--- config.mk ---
export PLATFORM = sky130hd
export DESIGN_NAME = sram_like_arbiter
export DESIGN_NICKNAME = d
export VERILOG_FILES = /design/src/rtl/sram_like_arbiter_pkg.sv /design/src/rtl/sram_like_arbiter_tag.sv /design/src/rtl/sram_like_arbiter.sv
export SDC_FILE = /design/constraint.sdc
export NUM_CORES = 1
export LEC_CHECK = 0
export CAP_MARGIN = 25
export CORE_AREA = 4 4 122 124
export DETAILED_ROUTE_END_ITERATION = 10
export DIE_AREA = 0 0 126 128
export DONT_BUFFER_PORTS = 1
export SYNTH_ARGS = -nofsm -noshare
export SYNTH_HDL_FRONTEND = slang
export SYNTH_SLANG_ARGS = --single-unit
--- constraint.sdc ---
create_clock -name clk -period 1.9 [get_ports clk]
set_input_delay 0.19 -clock clk [delete_from_list [all_inputs] [get_ports clk]]
set_output_delay 0.19 -clock clk [all_outputs]
set_load 0.03 [all_outputs]
--- src/rtl/sram_like_arbiter_pkg.sv ---
// Shared types and constants for the sram-like port arbiter.
// Optional ARB_ROUND_ROBIN_EN is consumed by sram_like_arbiter.
package sram_like_arbiter_pkg;

  localparam logic SRC_INST = 1'b0;
  localparam logic SRC_DATA = 1'b1;

  localparam logic [1:0] SIZE_B = 2'd0;
  localparam logic [1:0] SIZE_H = 2'd1;
  localparam logic [1:0] SIZE_W = 2'd2;

  typedef enum logic {
    ST_IDLE,
    ST_LOCKED
  } lock_state_t;

  typedef struct packed {
    logic        wr;
    logic [1:0]  size;
    logic [31:0] addr;
    logic [3:0]  wstrb;
    logic [31:0] wdata;
  } mem_cmd_t;

endpackage

--- src/rtl/sram_like_arbiter_tag.sv ---
// In-order source tag FIFO: one bit per accepted,
// not yet returned memory request.
module arb_tag_fifo
  import sram_like_arbiter_pkg::*;
#(
  parameter int DEPTH = 4,
  parameter int CNT_W = $clog2(DEPTH) + 1
) (
  input  logic clk,
  input  logic resetn,
  input  logic push,
  input  logic pop,
  input  logic din,
  output logic full,
  output logic empty,
  output logic head
);

  localparam int PTR_W = $clog2(DEPTH);

  logic [DEPTH-1:0] mem;
  logic [PTR_W-1:0] wr_ptr;
  logic [PTR_W-1:0] rd_ptr;
  logic [CNT_W-1:0] cnt;
  logic             push_en;
  logic             pop_en;

  assign full    = (cnt == CNT_W'(DEPTH));
  assign empty   = (cnt == '0);
  assign head    = mem[rd_ptr];
  assign push_en = push & ~full;
  assign pop_en  = pop & ~empty;

  always_ff @(posedge clk or negedge resetn) begin
    if (!resetn) begin
      mem    <= '0;
      wr_ptr <= '0;
      rd_ptr <= '0;
      cnt    <= '0;
    end else begin
      if (push_en) begin
        mem[wr_ptr] <= din;
        wr_ptr      <= wr_ptr + 1'b1;
      end
      if (pop_en) begin
        rd_ptr <= rd_ptr + 1'b1;
      end
      unique case ({push_en, pop_en})
        2'b10:   cnt <= cnt + 1'b1;
        2'b01:   cnt <= cnt - 1'b1;
        default: cnt <= cnt;
      endcase
    end
  end

endmodule

--- src/rtl/sram_like_arbiter.sv ---
// Shares one sram-like port between fetch and load/store.
// `define ARB_ROUND_ROBIN_EN for round-robin arbitration.
module sram_like_arbiter
  import sram_like_arbiter_pkg::*;
#(
  parameter int MAX_OUTST = 4,
  parameter int CNT_W     = $clog2(MAX_OUTST) + 1
) (
  input  logic        clk,
  input  logic        resetn,
  input  logic        inst_req,
  input  logic        inst_wr,
  input  logic [1:0]  inst_size,
  input  logic [31:0] inst_addr,
  input  logic [3:0]  inst_wstrb,
  input  logic [31:0] inst_wdata,
  output logic        inst_addr_ok,
  output logic        inst_data_ok,
  output logic [31:0] inst_rdata,
  input  logic        data_req,
  input  logic        data_wr,
  input  logic [1:0]  data_size,
  input  logic [31:0] data_addr,
  input  logic [3:0]  data_wstrb,
  input  logic [31:0] data_wdata,
  output logic        data_addr_ok,
  output logic        data_data_ok,
  output logic [31:0] data_rdata,
  output logic        mem_req,
  output logic        mem_wr,
  output logic [1:0]  mem_size,
  output logic [31:0] mem_addr,
  output logic [3:0]  mem_wstrb,
  output logic [31:0] mem_wdata,
  input  logic        mem_addr_ok,
  input  logic        mem_data_ok,
  input  logic [31:0] mem_rdata,
  output logic        err_unexp
);

  lock_state_t state, state_nxt;
  logic        lock_src, lock_nxt;
  logic        lock_hold;
  logic        win_src;
  logic        win_req;
  logic        hs;
  logic        stall;
  logic        pop;
  logic        full, empty, head;
  mem_cmd_t    inst_cmd, data_cmd, win_cmd;
`ifdef ARB_ROUND_ROBIN_EN
  logic        rr_last;
`endif

  assign inst_cmd = {inst_wr, inst_size, inst_addr,
                     inst_wstrb, inst_wdata};
  assign data_cmd = {data_wr, data_size, data_addr,
                     data_wstrb, data_wdata};

  // State register
  always_ff @(posedge clk or negedge resetn) begin
    if (!resetn) begin
      state    <= ST_IDLE;
      lock_src <= SRC_INST;
    end else begin
      state    <= state_nxt;
      lock_src <= lock_nxt;
    end
  end

  // Next state: a dropped locked request frees the port at once
  always_comb begin
    state_nxt = state;
    lock_nxt  = lock_src;
    unique case (state)
      ST_IDLE: begin
        if (stall) begin
          state_nxt = ST_LOCKED;
          lock_nxt  = win_src;
        end
      end
      ST_LOCKED: begin
        if (hs) begin
          state_nxt = ST_IDLE;
        end else if (!lock_hold) begin
          if (stall) begin
            lock_nxt = win_src;
          end else begin
            state_nxt = ST_IDLE;
          end
        end
      end
      default: state_nxt = ST_IDLE;
    endcase
  end

  // Outputs: grant selection and command mux
  always_comb begin
    lock_hold = (state == ST_LOCKED) &&
                ((lock_src == SRC_DATA) ? data_req : inst_req);
    if (lock_hold) begin
      win_src = lock_src;
`ifdef ARB_ROUND_ROBIN_EN
    end else if (inst_req && data_req) begin
      win_src = ~rr_last;
`endif
    end else if (data_req) begin
      win_src = SRC_DATA;
    end else begin
      win_src = SRC_INST;
    end
    win_req = (win_src == SRC_DATA) ? data_req : inst_req;

    win_cmd = '0;
    unique case (1'b1)
      win_req && (win_src == SRC_DATA): win_cmd = data_cmd;
      win_req && (win_src == SRC_INST): win_cmd = inst_cmd;
      default:                          win_cmd = '0;
    endcase

    mem_req = win_req & ~full & resetn;
    hs      = mem_req & mem_addr_ok;
    stall   = mem_req & ~mem_addr_ok;
    pop     = mem_data_ok & ~empty & resetn;

    inst_addr_ok = hs & (win_src == SRC_INST);
    data_addr_ok = hs & (win_src == SRC_DATA);
    inst_data_ok = pop & (head == SRC_INST);
    data_data_ok = pop & (head == SRC_DATA);
  end

  assign {mem_wr, mem_size, mem_addr,
          mem_wstrb, mem_wdata} = win_cmd;

  assign inst_rdata = mem_rdata;
  assign data_rdata = mem_rdata;

  always_ff @(posedge clk or negedge resetn) begin
    if (!resetn) begin
      err_unexp <= 1'b0;
    end else if (mem_data_ok && empty) begin
      err_unexp <= 1'b1;
    end
  end

`ifdef ARB_ROUND_ROBIN_EN
  always_ff @(posedge clk or negedge resetn) begin
    if (!resetn) begin
      rr_last <= SRC_INST;
    end else if (hs) begin
      rr_last <= win_src;
    end
  end
`endif

  arb_tag_fifo #(
    .DEPTH (MAX_OUTST),
    .CNT_W (CNT_W)
  ) u_tag_fifo (
    .clk    (clk),
    .resetn (resetn),
    .push   (hs),
    .pop    (pop),
    .din    (win_src),
    .full   (full),
    .empty  (empty),
    .head   (head)
  );

endmodule

==> results.sh <==
export IMPL_status="complete, no violations"
export IMPL_grt_pass1_vias=2378
export IMPL_placed_cell_area_um2=2685
export IMPL_grt_usage=0.1057
export IMPL_hold_viol=0
export IMPL_syn_inst=393
export IMPL_synth_edff_count=0
export IMPL_clk_pin_slew_ns=0.05
export IMPL_grt_max_degree=81
export IMPL_remaining_drc_errors=0
export IMPL_rsz0062_at_grt="true"
export IMPL_synth_net_count=579
export IMPL_avgSynthCellArea_um2=6.396
export IMPL_antenna_cells=0
export IMPL_rows=43
export IMPL_r2r_start="u_tag_fifo.cnt[0]"
export IMPL_vias=2654
export IMPL_finClkSkew_ns=0.003420
export IMPL_cp_required_ns=1.71
export IMPL_maxSlewHeadroom=0.5682
export IMPL_avgRoutedWirePerCell_um=18.40
export IMPL_syn_area_um2=2514
export IMPL_drt_wl_total_um=10360
export IMPL_clock_root_buffer="clkbuf_16"
export IMPL_synth_top_area_frac=0.2031
export IMPL_synth_async_reset_ratio=1.000
export IMPL_arrival_ns=1.68
export IMPL_min_period_over_period=0.9821
export IMPL_initial_core_util=0.1825
export IMPL_first_pass_iters=4
export IMPL_critPathCaptureType="primary output"
export IMPL_dieWidth_um=126
export IMPL_register_area_um2=354.1
export IMPL_reg2reg_to="u_tag_fifo.cnt[2]"
export IMPL_min_period_ns=1.866
export IMPL_critPathKind="reg2out"
export IMPL_min_from="mem_data_ok"
export IMPL_tightestPinTransition_ns=0.6455
export IMPL_holdPathEnd="err_unexp"
export IMPL_core_um2=13770
export IMPL_cts_buffer_depth=2
export IMPL_cts_sinks=14
export IMPL_die_area_um2=16130
export IMPL_critPathLaunchType="register"
export IMPL_ys_flop_type="dfrtp_1"
export IMPL_grt_pass1_wl_um=13690
export IMPL_ir_worst_vdd_v=0.0002994
export IMPL_fill_cells=1532
export IMPL_drv_slew=0
export IMPL_multiInputGateArea_um2=1526
export IMPL_ys_ff_latch=14
export IMPL_cts_max_level=1
export IMPL_hold_depth=1
export IMPL_io_buffers=0
export IMPL_cts_buffers=3
export IMPL_vias_per_cell=4.714
export IMPL_cts_tree="built"
export IMPL_design_area_um2=2924
export IMPL_yosys_warnings=0
export IMPL_yosysSeqAreaShare=0.1394
export IMPL_syn_to_final_growth_pct=16.33
export IMPL_gp_congestion=0.7182
export IMPL_power_density_nw_per_um2=900.6
export IMPL_hold_path_class="in2reg"
export IMPL_clk_latency_ns=0.25
export IMPL_antenna_found_initial=0
export IMPL_mostFrequentLayoutCells="80 x buf_4, 75 x nand2_1, 71 x nand3_1, 57 x o21ai_1, 12 x o21ai_2"
export IMPL_drv_cap=0
export IMPL_reg2reg_slack_ns=0.07
export IMPL_synth_top_area_cell="buf_4"
export IMPL_drive_above_1_share=0.3029
export IMPL_ant_nets=0
export IMPL_ys_types=35
export IMPL_r2r_cells=9
export IMPL_leakage_nw=1.309
export IMPL_stdcell_count=563
export IMPL_io_pins=321
export IMPL_clock_fmax_ghz=0.5359
export IMPL_finalSetupViolations=0
export IMPL_netlist_top_cells_area="buf_4 20%, o21ai_1 14%, nand3_1 14%"
export IMPL_gr_total_overflow=0
export IMPL_drt_iter0_markers=172
export IMPL_dpl_cell_count=554
export IMPL_hold_ws_ns=0.05787
export IMPL_hpwl_um=7516
export IMPL_nets=570
export IMPL_critical_path_peak_fanout=36
export IMPL_mostFrequentLayoutCell="buf_4"
export IMPL_die_h_um=128
[report_power, final]
| group | internal (mW) | switching (mW) | total, mW |
|---|---|---|---|
| clock network | 0.284 | 0.125 | 0.409 |
| logic | 0.676 | 0.937 | 1.61 |
| registers | 0.452 | 0.161 | 0.612 |
[worst max path at each step]
stage,startpoint,to,slack (ns),depth (start not counted)
after floorplan,u_tag_fifo.cnt[1],u_tag_fifo.cnt[2],0.01,9
after global placement,u_tag_fifo.cnt[1],u_tag_fifo.cnt[2],0.08,9
after detailed placement,u_tag_fifo.cnt[1],u_tag_fifo.cnt[2],0.04,9
after CTS,lock_src,mem_wdata[15],0.009,5
after global routing,u_tag_fifo.cnt[0],u_tag_fifo.cnt[2],-0.04,9
final,lock_src,mem_addr[9],0.03,5
[per-layer routing]
layer  global-route usage  wire, um  up-vias
met5                    0         0        -
met4              0.03028       175        0
met3              0.04292      1420       17
met2               0.1781      5085      215
met1               0.1241      3678     1178
li1                     -         -     1244
[critical path: stages (launching register included)]
cell      delay (ns)
dfrtp_1         0.39
nand3b_4        0.17
and2_2          0.25
buf_16          0.20
o21ai_1         0.20
buf_4           0.19
[synth_stat cells, types with 2 or more instances]
cell type / n
buf_2: 6
buf_6: 7
nor2_1: 5
nand3_1: 71
xnor2_1: 3
nand2_1: 75
and2_1: 3
ha_1: 5
dfrtp_1: 14
buf_4: 68
clkbuf_1: 16
nand4_1: 5
buf_1: 2
o21ai_0: 8
inv_1: 12
xor2_1: 3
o21ai_1: 72
[what timing repair did]
action,in CTS,in global routing
pin swaps,0,6
hold buffers,1,0
endpoints found under the setup margin,1,19
buffers inserted,0,3
endpoints found under the hold margin,14,0
gates cloned,0,1
resized for setup,1,23
[flip-flops by register name, indices dropped and copies added (netlist names)]
name	cells
err_unexp	1
lock_src	1
state	1
u_tag_fifo.cnt	3
u_tag_fifo.mem	4
u_tag_fifo.rd_ptr	2
u_tag_fifo.wr_ptr	2
[stage by stage]
stage / setup TNS [ns] / worst slack (ns) / power [mW] / util
floorplan: 0 / 0.01440 / 1.951 / -
global placement: 0 / 0.07546 / 2.063 / 0.1949
detailed placement: 0 / 0.03933 / 2.098 / 0.1949
CTS: 0 / 0.009142 / 2.530 / 0.2017
global route: -0.08602 / -0.04280 / 2.824 / 0.2123
finish: 0 / 0.03408 / 2.633 / 0.2123
[cell families after synthesis]
kind of cell,after synthesis,synth area share
XOR/XNOR,6,0.02091
adder cells (fa/ha/maj),6,0.03285
flip-flops,14,0.1394
buffers and inverters,111,0.2912
AO/OA/AOI/OAI,84,0.1737
multiplexers,4,0.02339
AND/OR/NAND/NOR,168,0.3186
[final cells by class]
cell class	instances	share of cell area
inverters	12	0.01540
flip-flops and latches	14	0.1211
well taps	180	0.07702
multi-input cells	268	0.5220
clock buffers	4	0.02696
repair buffers	85	0.2375
No activity file was read; power rests on OpenSTA's default activity.
